File: config.mk
export PLATFORM = sky130hd
export DESIGN_NAME = bcd2bin
export DESIGN_NICKNAME = d
export VERILOG_FILES = /design/src/rtl/bcd2bin_pkg.sv /design/src/rtl/bcd2bin_stage.sv /design/src/rtl/bcd2bin.sv
export SDC_FILE = /design/constraint.sdc
export NUM_CORES = 1
export LEC_CHECK = 0
export CORE_MARGIN = 2
export CORE_UTILIZATION = 51
export CTS_CLUSTER_DIAMETER = 40
export DETAILED_ROUTE_END_ITERATION = 8
export PLACE_DENSITY_LB_ADDON = 0.2
export RECOVER_POWER = 25
export SYNTH_ARGS = -nofsm -noshare
export SYNTH_HDL_FRONTEND = slang
export SYNTH_SLANG_ARGS = --single-unit
File: constraint.sdc
create_clock -name clk -period 2.1 [get_ports clk]
set_clock_uncertainty 0.2 [all_clocks]
set_input_delay 0.21 -clock clk [delete_from_list [all_inputs] [get_ports clk]]
set_output_delay 0.21 -clock clk [all_outputs]
set_load 0.03 [all_outputs]
File: src/rtl/bcd2bin_pkg.sv
// Shared widths, stage weights and the pipeline payload type for the BCD-to-binary converter.
// Shift-add multiply helper keeps every stage free of the `*` operator.
package bcd2bin_pkg;

  localparam int BCD_W  = 17;
  localparam int BIN_W  = 11;
  localparam int ACC_W  = 15;
  localparam int DIG_W  = 4;
  localparam int DIGS_W = 4 * DIG_W;

  localparam logic [BIN_W-1:0] BIN_MAX = 11'd2047;

  localparam int W_Q = 1000;
  localparam int W_B = 100;
  localparam int W_S = 10;
  localparam int W_G = 1;

  // Payload carried between stages; digs holds the not-yet-consumed nibbles, MSB first.
  typedef struct packed {
    logic              vld;
    logic              err;
    logic [ACC_W-1:0]  acc;
    logic [DIGS_W-1:0] digs;
  } stage_t;

  function automatic logic [ACC_W-1:0] shift_mul(input logic [DIG_W-1:0] d,
                                                 input int               weight);
    logic [ACC_W-1:0] x;
    x = ACC_W'(d);
    case (weight)
      W_Q:     return (x << 10) - (x << 4) - (x << 3);
      W_B:     return (x << 6) + (x << 5) + (x << 2);
      W_S:     return (x << 3) + (x << 1);
      default: return x;
    endcase
  endfunction

endpackage

File: src/rtl/bcd2bin_stage.sv
// One multiply-accumulate stage: adds the leading digit times WEIGHT to acc and
// shifts the consumed digit out of the payload.
module bcd2bin_stage
  import bcd2bin_pkg::*;
#(
  parameter int WEIGHT = W_G
) (
  input  logic   clk,
  input  logic   rst_n,
  input  stage_t in_p,
  output stage_t out_p
);

  always_ff @(posedge clk or negedge rst_n) begin
    // NOTE: data registers are reset along with valid so the reset state is fully defined.
    if (!rst_n) begin
      out_p <= '0;
    end else begin
      // NOTE: non-blocking assignments so every stage samples its predecessor's old value.
      out_p.vld  <= in_p.vld;
      out_p.err  <= in_p.err;
      out_p.acc  <= in_p.acc + shift_mul(in_p.digs[DIGS_W-1 -: DIG_W], WEIGHT);
      out_p.digs <= {in_p.digs[DIGS_W-DIG_W-1:0], {DIG_W{1'b0}}};
    end
  end

endmodule

File: src/rtl/bcd2bin.sv
// Five-stage pipelined BCD-to-binary converter (pre, thousands, hundreds, tens, ones + output).
// Range/overflow checking is built only when BCD2BIN_CHECK_EN is defined.
module bcd2bin
  import bcd2bin_pkg::*;
(
  input  logic             clk,
  input  logic             rst_n,
  input  logic             bcd_vld,
  input  logic [BCD_W-1:0] bcd,
  output logic             bin_vld,
  output logic [BIN_W-1:0] bin,
  output logic             bin_err
);

  stage_t p_p, q_p, b_p, s_p, g_p;
  logic   chk_err;

`ifdef BCD2BIN_CHECK_EN
  always_comb begin
    chk_err = bcd[BCD_W-1];
    for (int i = 0; i < 4; i++) begin
      if (bcd[i*DIG_W +: DIG_W] > 4'd9) chk_err = 1'b1;
    end
  end
`else
  assign chk_err = 1'b0;
`endif

  // Pre stage: register the word and start from an empty accumulator.
  always_ff @(posedge clk or negedge rst_n) begin
    if (!rst_n) begin
      p_p <= '0;
    end else begin
      p_p.vld  <= bcd_vld;
      p_p.err  <= chk_err;
      p_p.acc  <= '0;
      p_p.digs <= bcd[DIGS_W-1:0];
    end
  end

  bcd2bin_stage #(.WEIGHT(W_Q)) u_stage_q (.clk(clk), .rst_n(rst_n), .in_p(p_p), .out_p(q_p));
  bcd2bin_stage #(.WEIGHT(W_B)) u_stage_b (.clk(clk), .rst_n(rst_n), .in_p(q_p), .out_p(b_p));
  bcd2bin_stage #(.WEIGHT(W_S)) u_stage_s (.clk(clk), .rst_n(rst_n), .in_p(b_p), .out_p(s_p));
  bcd2bin_stage #(.WEIGHT(W_G)) u_stage_g (.clk(clk), .rst_n(rst_n), .in_p(s_p), .out_p(g_p));

  // Output register; bin is zeroed on bubbles so consumers never see stale data.
  always_ff @(posedge clk or negedge rst_n) begin
    if (!rst_n) begin
      bin_vld <= 1'b0;
      bin     <= '0;
    end else begin
      bin_vld <= g_p.vld;
      bin     <= g_p.vld ? g_p.acc[BIN_W-1:0] : '0;
    end
  end

`ifdef BCD2BIN_CHECK_EN
  always_ff @(posedge clk or negedge rst_n) begin
    if (!rst_n) begin
      bin_err <= 1'b0;
    end else begin
      bin_err <= g_p.vld & (g_p.err | (g_p.acc > ACC_W'(BIN_MAX)));
    end
  end

  logic unused_digs;
  assign unused_digs = ^g_p.digs;
`else
  assign bin_err = 1'b0;

  logic unused_bits;
  assign unused_bits = ^{bcd[BCD_W-1], g_p.err, g_p.acc[ACC_W-1:BIN_W], g_p.digs};
`endif

endmodule

==> results.md <==
* Total of flip-flops plus latches after synthesis at 95
* Data required, critical path at ~2.2 ns
* Post-Synthesis Cell Area at 3681 µm²
* Maximum Capacitance Violations at 0
* CTS HTree Levels at 3
* Synth async-reset ratio at 100.0%
* Floorplan die area at a little under 8000 µm²
* Min-Delay Endpoint: u_stage_q.out_p[10]
* Total grt overflow at 0
* Met3 track demand over resource in global routing at 4.709%
* Instance area at placement at 4229 µm²
* Fmax at 433.1 MHz
* First-pass GRT wire length at about 8600 µm
* Layout cells sized above 1 at 17.85%
* Peak-usage layer in the global routing report: met2
* Leading cell types in the layout, fill and taps excluded: sky130_fd_sc_hd__dfrtp_1 (95), sky130_fd_sc_hd__ha_1 (25), sky130_fd_sc_hd__inv_1 (22)
* Boundary pin count at 33
* Crit Reg-Reg Startpoint: u_stage_b.out_p[12]
* Core Util, Final at between 60 and 70%
* All-Layer GR Usage at ~15%
* Clock insertion delay at the later pin of the skew report at ~0.35 ns
* Final period demand of the worst path at roughly 2.3 ns
* Slack of the worst reg-to-reg path at -0.21 ns
* Initial antenna violation count at 0
* Unrepaired setup endpoints after global routing: yes
* Violations in the final reports: setup timing
* Average detailed-routed wire length per instance at between 10 and 15 µm
* TritonCTS clock tree: built
* Final routed wirelength across all metal layers at ~4900 µm
* Predominant post-synthesis flop cell: sky130_fd_sc_hd__dfrtp_1
* Total via count after detailed routing at between 1500 and 2000
* RR Endpoint: u_stage_s.out_p[25]
* Final worst hold slack at 0.1453 ns
* 1st-iter DRT viols at about 110
* Crit path arrival time at 2.39 ns
* Pleak at roughly 2.1 nW
* Peak supply drop at 0.7024 mV
* Number of core rows at 30
* Met1 usage in global routing at approximately 15%
* Placed cell count at 399
* Clock tree buffer depth at 2
* Clk pin slew, worst setup/hold paths at ~0.090 ns
* Largest net degree at the start of global routing at 43
* Final setup slack of the worst path at -0.2088 ns
* CP Capture Type: flop
* Effective utilization at floorplan at 53.30%
* Run status: finished, violations left
* Synth Area per Inst at roughly 14 µm²
* Ys Warns at 0
* Final count of pins violating max slew at 0
* Total power density per cell area at about 1100 nW/µm²
* Post-Syn Instances at between 200 and 300
* Buffers added on ports at 30
* Fin. Hold Viols at 0
* Post-route DRC violation count at 0
* Number of global-route vias before repair at 2015
* DP HPWL at between 3000 and 4000 µm
* Area Overhead vs Synth at 24.71%
* CTS buffer count at 9
* Final Cell Area at around 4600 µm²
* Antenna fix cells at 0
* Syn_nets at around 320
* GR met2 Demand/Resource at 27.41%
* Number of search-and-repair iterations in the first detailed-routing pass at 4
* Setup-failing EPs final at 6
* Critical path startpoint category: flop
* Total power after layout at 4.971 mW
* Final #Nets at 378
* Worst hold path type: flop to flop
* Kind of critical path: flop to flop
* Number of clock sinks at 95
* Share of the yosys chip area belonging to registers at ~65%
* Hold depth at 0
* Routability-driven placement congestion ratio at 0.8202
* Vert. Die Dim at roughly 90 µm
* Post-route fraction of the period consumed by the critical path at 109.9%
* EDFF count, synth at 0
* Crit-path max FO at 2
* Most common cell after layout, fill and taps aside: sky130_fd_sc_hd__dfrtp_1
* Depth of the worst register-to-register path at 10
* Post-DRT Antenna Nets at 0
* Source of the worst hold timing path: p_p[6]
* Final instance count without filler cells at about 420
* Buffer type at the clock tree root: sky130_fd_sc_hd__clkbuf_8
* Number of distinct library cells after synthesis at 34
* Vias per cell at 4.675
* Die extent in x at slightly below 90 µm
* Placeable core area at between 6000 and 7000 µm²
## per-layer routing
metal  vias up  wire length, µm  share of wire (%)
li1        959                -                  -
met3         4              227                4.7
met2        46             2705                 56
met1       959             1898                 39
met5         -                0                  0
met4         0               37               0.76
## cell type report
class	instances	area, µm²
clock buffer	10	137.6
clock inverter	6	90.09
fill	517	2316
inverter	27	101.3
multi-input combinational	134	1271
sequential	95	2377
tap	96	120.1
timing repair buffer	53	493.0
## power breakdown
group	switching (mW)	internal, mW	leakage (nW)
registers	0.146	2.18	1.12
clock network	0.593	0.709	0.113
logic	0.651	0.696	0.918
## cell usage after synthesis (2+ instances only)
cell	number	area share [%]
sky130_fd_sc_hd__nand2_1	10	1.0
sky130_fd_sc_hd__a21oi_1	9	1.2
sky130_fd_sc_hd__inv_1	27	2.8
sky130_fd_sc_hd__xnor2_1	14	3.3
sky130_fd_sc_hd__and2_1	11	1.9
sky130_fd_sc_hd__xor2_1	10	2.4
sky130_fd_sc_hd__nor2b_1	5	0.85
sky130_fd_sc_hd__nor2_1	5	0.51
sky130_fd_sc_hd__nand2b_1	2	0.34
sky130_fd_sc_hd__o21a_1	2	0.41
sky130_fd_sc_hd__o21ai_0	6	0.82
sky130_fd_sc_hd__nand3_1	3	0.41
sky130_fd_sc_hd__ha_1	29	9.9
sky130_fd_sc_hd__fa_1	9	4.9
sky130_fd_sc_hd__dfrtp_1	95	65
sky130_fd_sc_hd__o211ai_1	3	0.61
sky130_fd_sc_hd__a21o_1	2	0.41
## through the flow
| stage | setup WS (ns) | setup TNS [ns] |
|---|---|---|
| 3_5_place_dp | -0.2284 | -0.7808 |
| 3_3_place_gp | -0.1463 | -0.5147 |
| 6_report | -0.2088 | -0.5805 |
| 5_1_grt | -0.3467 | -1.544 |
| 4_1_cts | -0.2092 | -0.6602 |
| 2_1_floorplan | -0.08621 | -0.1219 |
## worst max-delay path: stages, from the launching register on
cell and delay, ns:
sky130_fd_sc_hd__dfrtp_1 0.35, sky130_fd_sc_hd__inv_1 0.06, sky130_fd_sc_hd__fa_1 0.49, sky130_fd_sc_hd__inv_1 0.07, sky130_fd_sc_hd__ha_1 0.15, sky130_fd_sc_hd__inv_1 0.05, sky130_fd_sc_hd__fa_2 0.33, sky130_fd_sc_hd__nor2b_1 0.14
sky130_fd_sc_hd__o21ai_1 0.09, sky130_fd_sc_hd__a21oi_1 0.16, sky130_fd_sc_hd__xor2_1 0.15
## how the worst max path moves through the flow
stage                             start                   to  cells after the start
floorplan           u_stage_b.out_p[14]  u_stage_s.out_p[25]                     10
global placement    u_stage_b.out_p[12]  u_stage_s.out_p[25]                     10
detailed placement  u_stage_b.out_p[14]  u_stage_s.out_p[25]                     10
CTS                 u_stage_b.out_p[12]  u_stage_s.out_p[25]                     10
global route        u_stage_b.out_p[12]  u_stage_s.out_p[25]                     10
finish              u_stage_b.out_p[12]  u_stage_s.out_p[25]                     10
## logic make-up after synthesis
kind of cell | synth area share, %
adders and majority gates | 14.75
AOI/OAI and AO/OA | 4.792
other | 0.1019
buffers and inverters | 3.365
and+or+nand+nor | 5.983
muxes | 0.2719
DFF | 64.58
xor gates and xnor gates | 6.152
## sequential cells by signal, indices dropped and copies added (netlist names)
| signal | count |
|---|---|
| bin | 11 |
| bin_vld | 1 |
| p_p | 17 |
| u_stage_b.out_p | 18 |
| u_stage_g.out_p | 12 |
| u_stage_q.out_p | 21 |
| u_stage_s.out_p | 15 |
## timing repair
action / in CTS / in global routing
endpoints found under the setup margin: 8 / 11
buffers inserted: 0 / 6
hold buffers: 1 / 0
hold endpoints to repair: 43 / 0
pin swaps: 15 / 13
resized for setup: 9 / 12
gates cloned: 0 / 0
(Power assumes the default switching activity.)
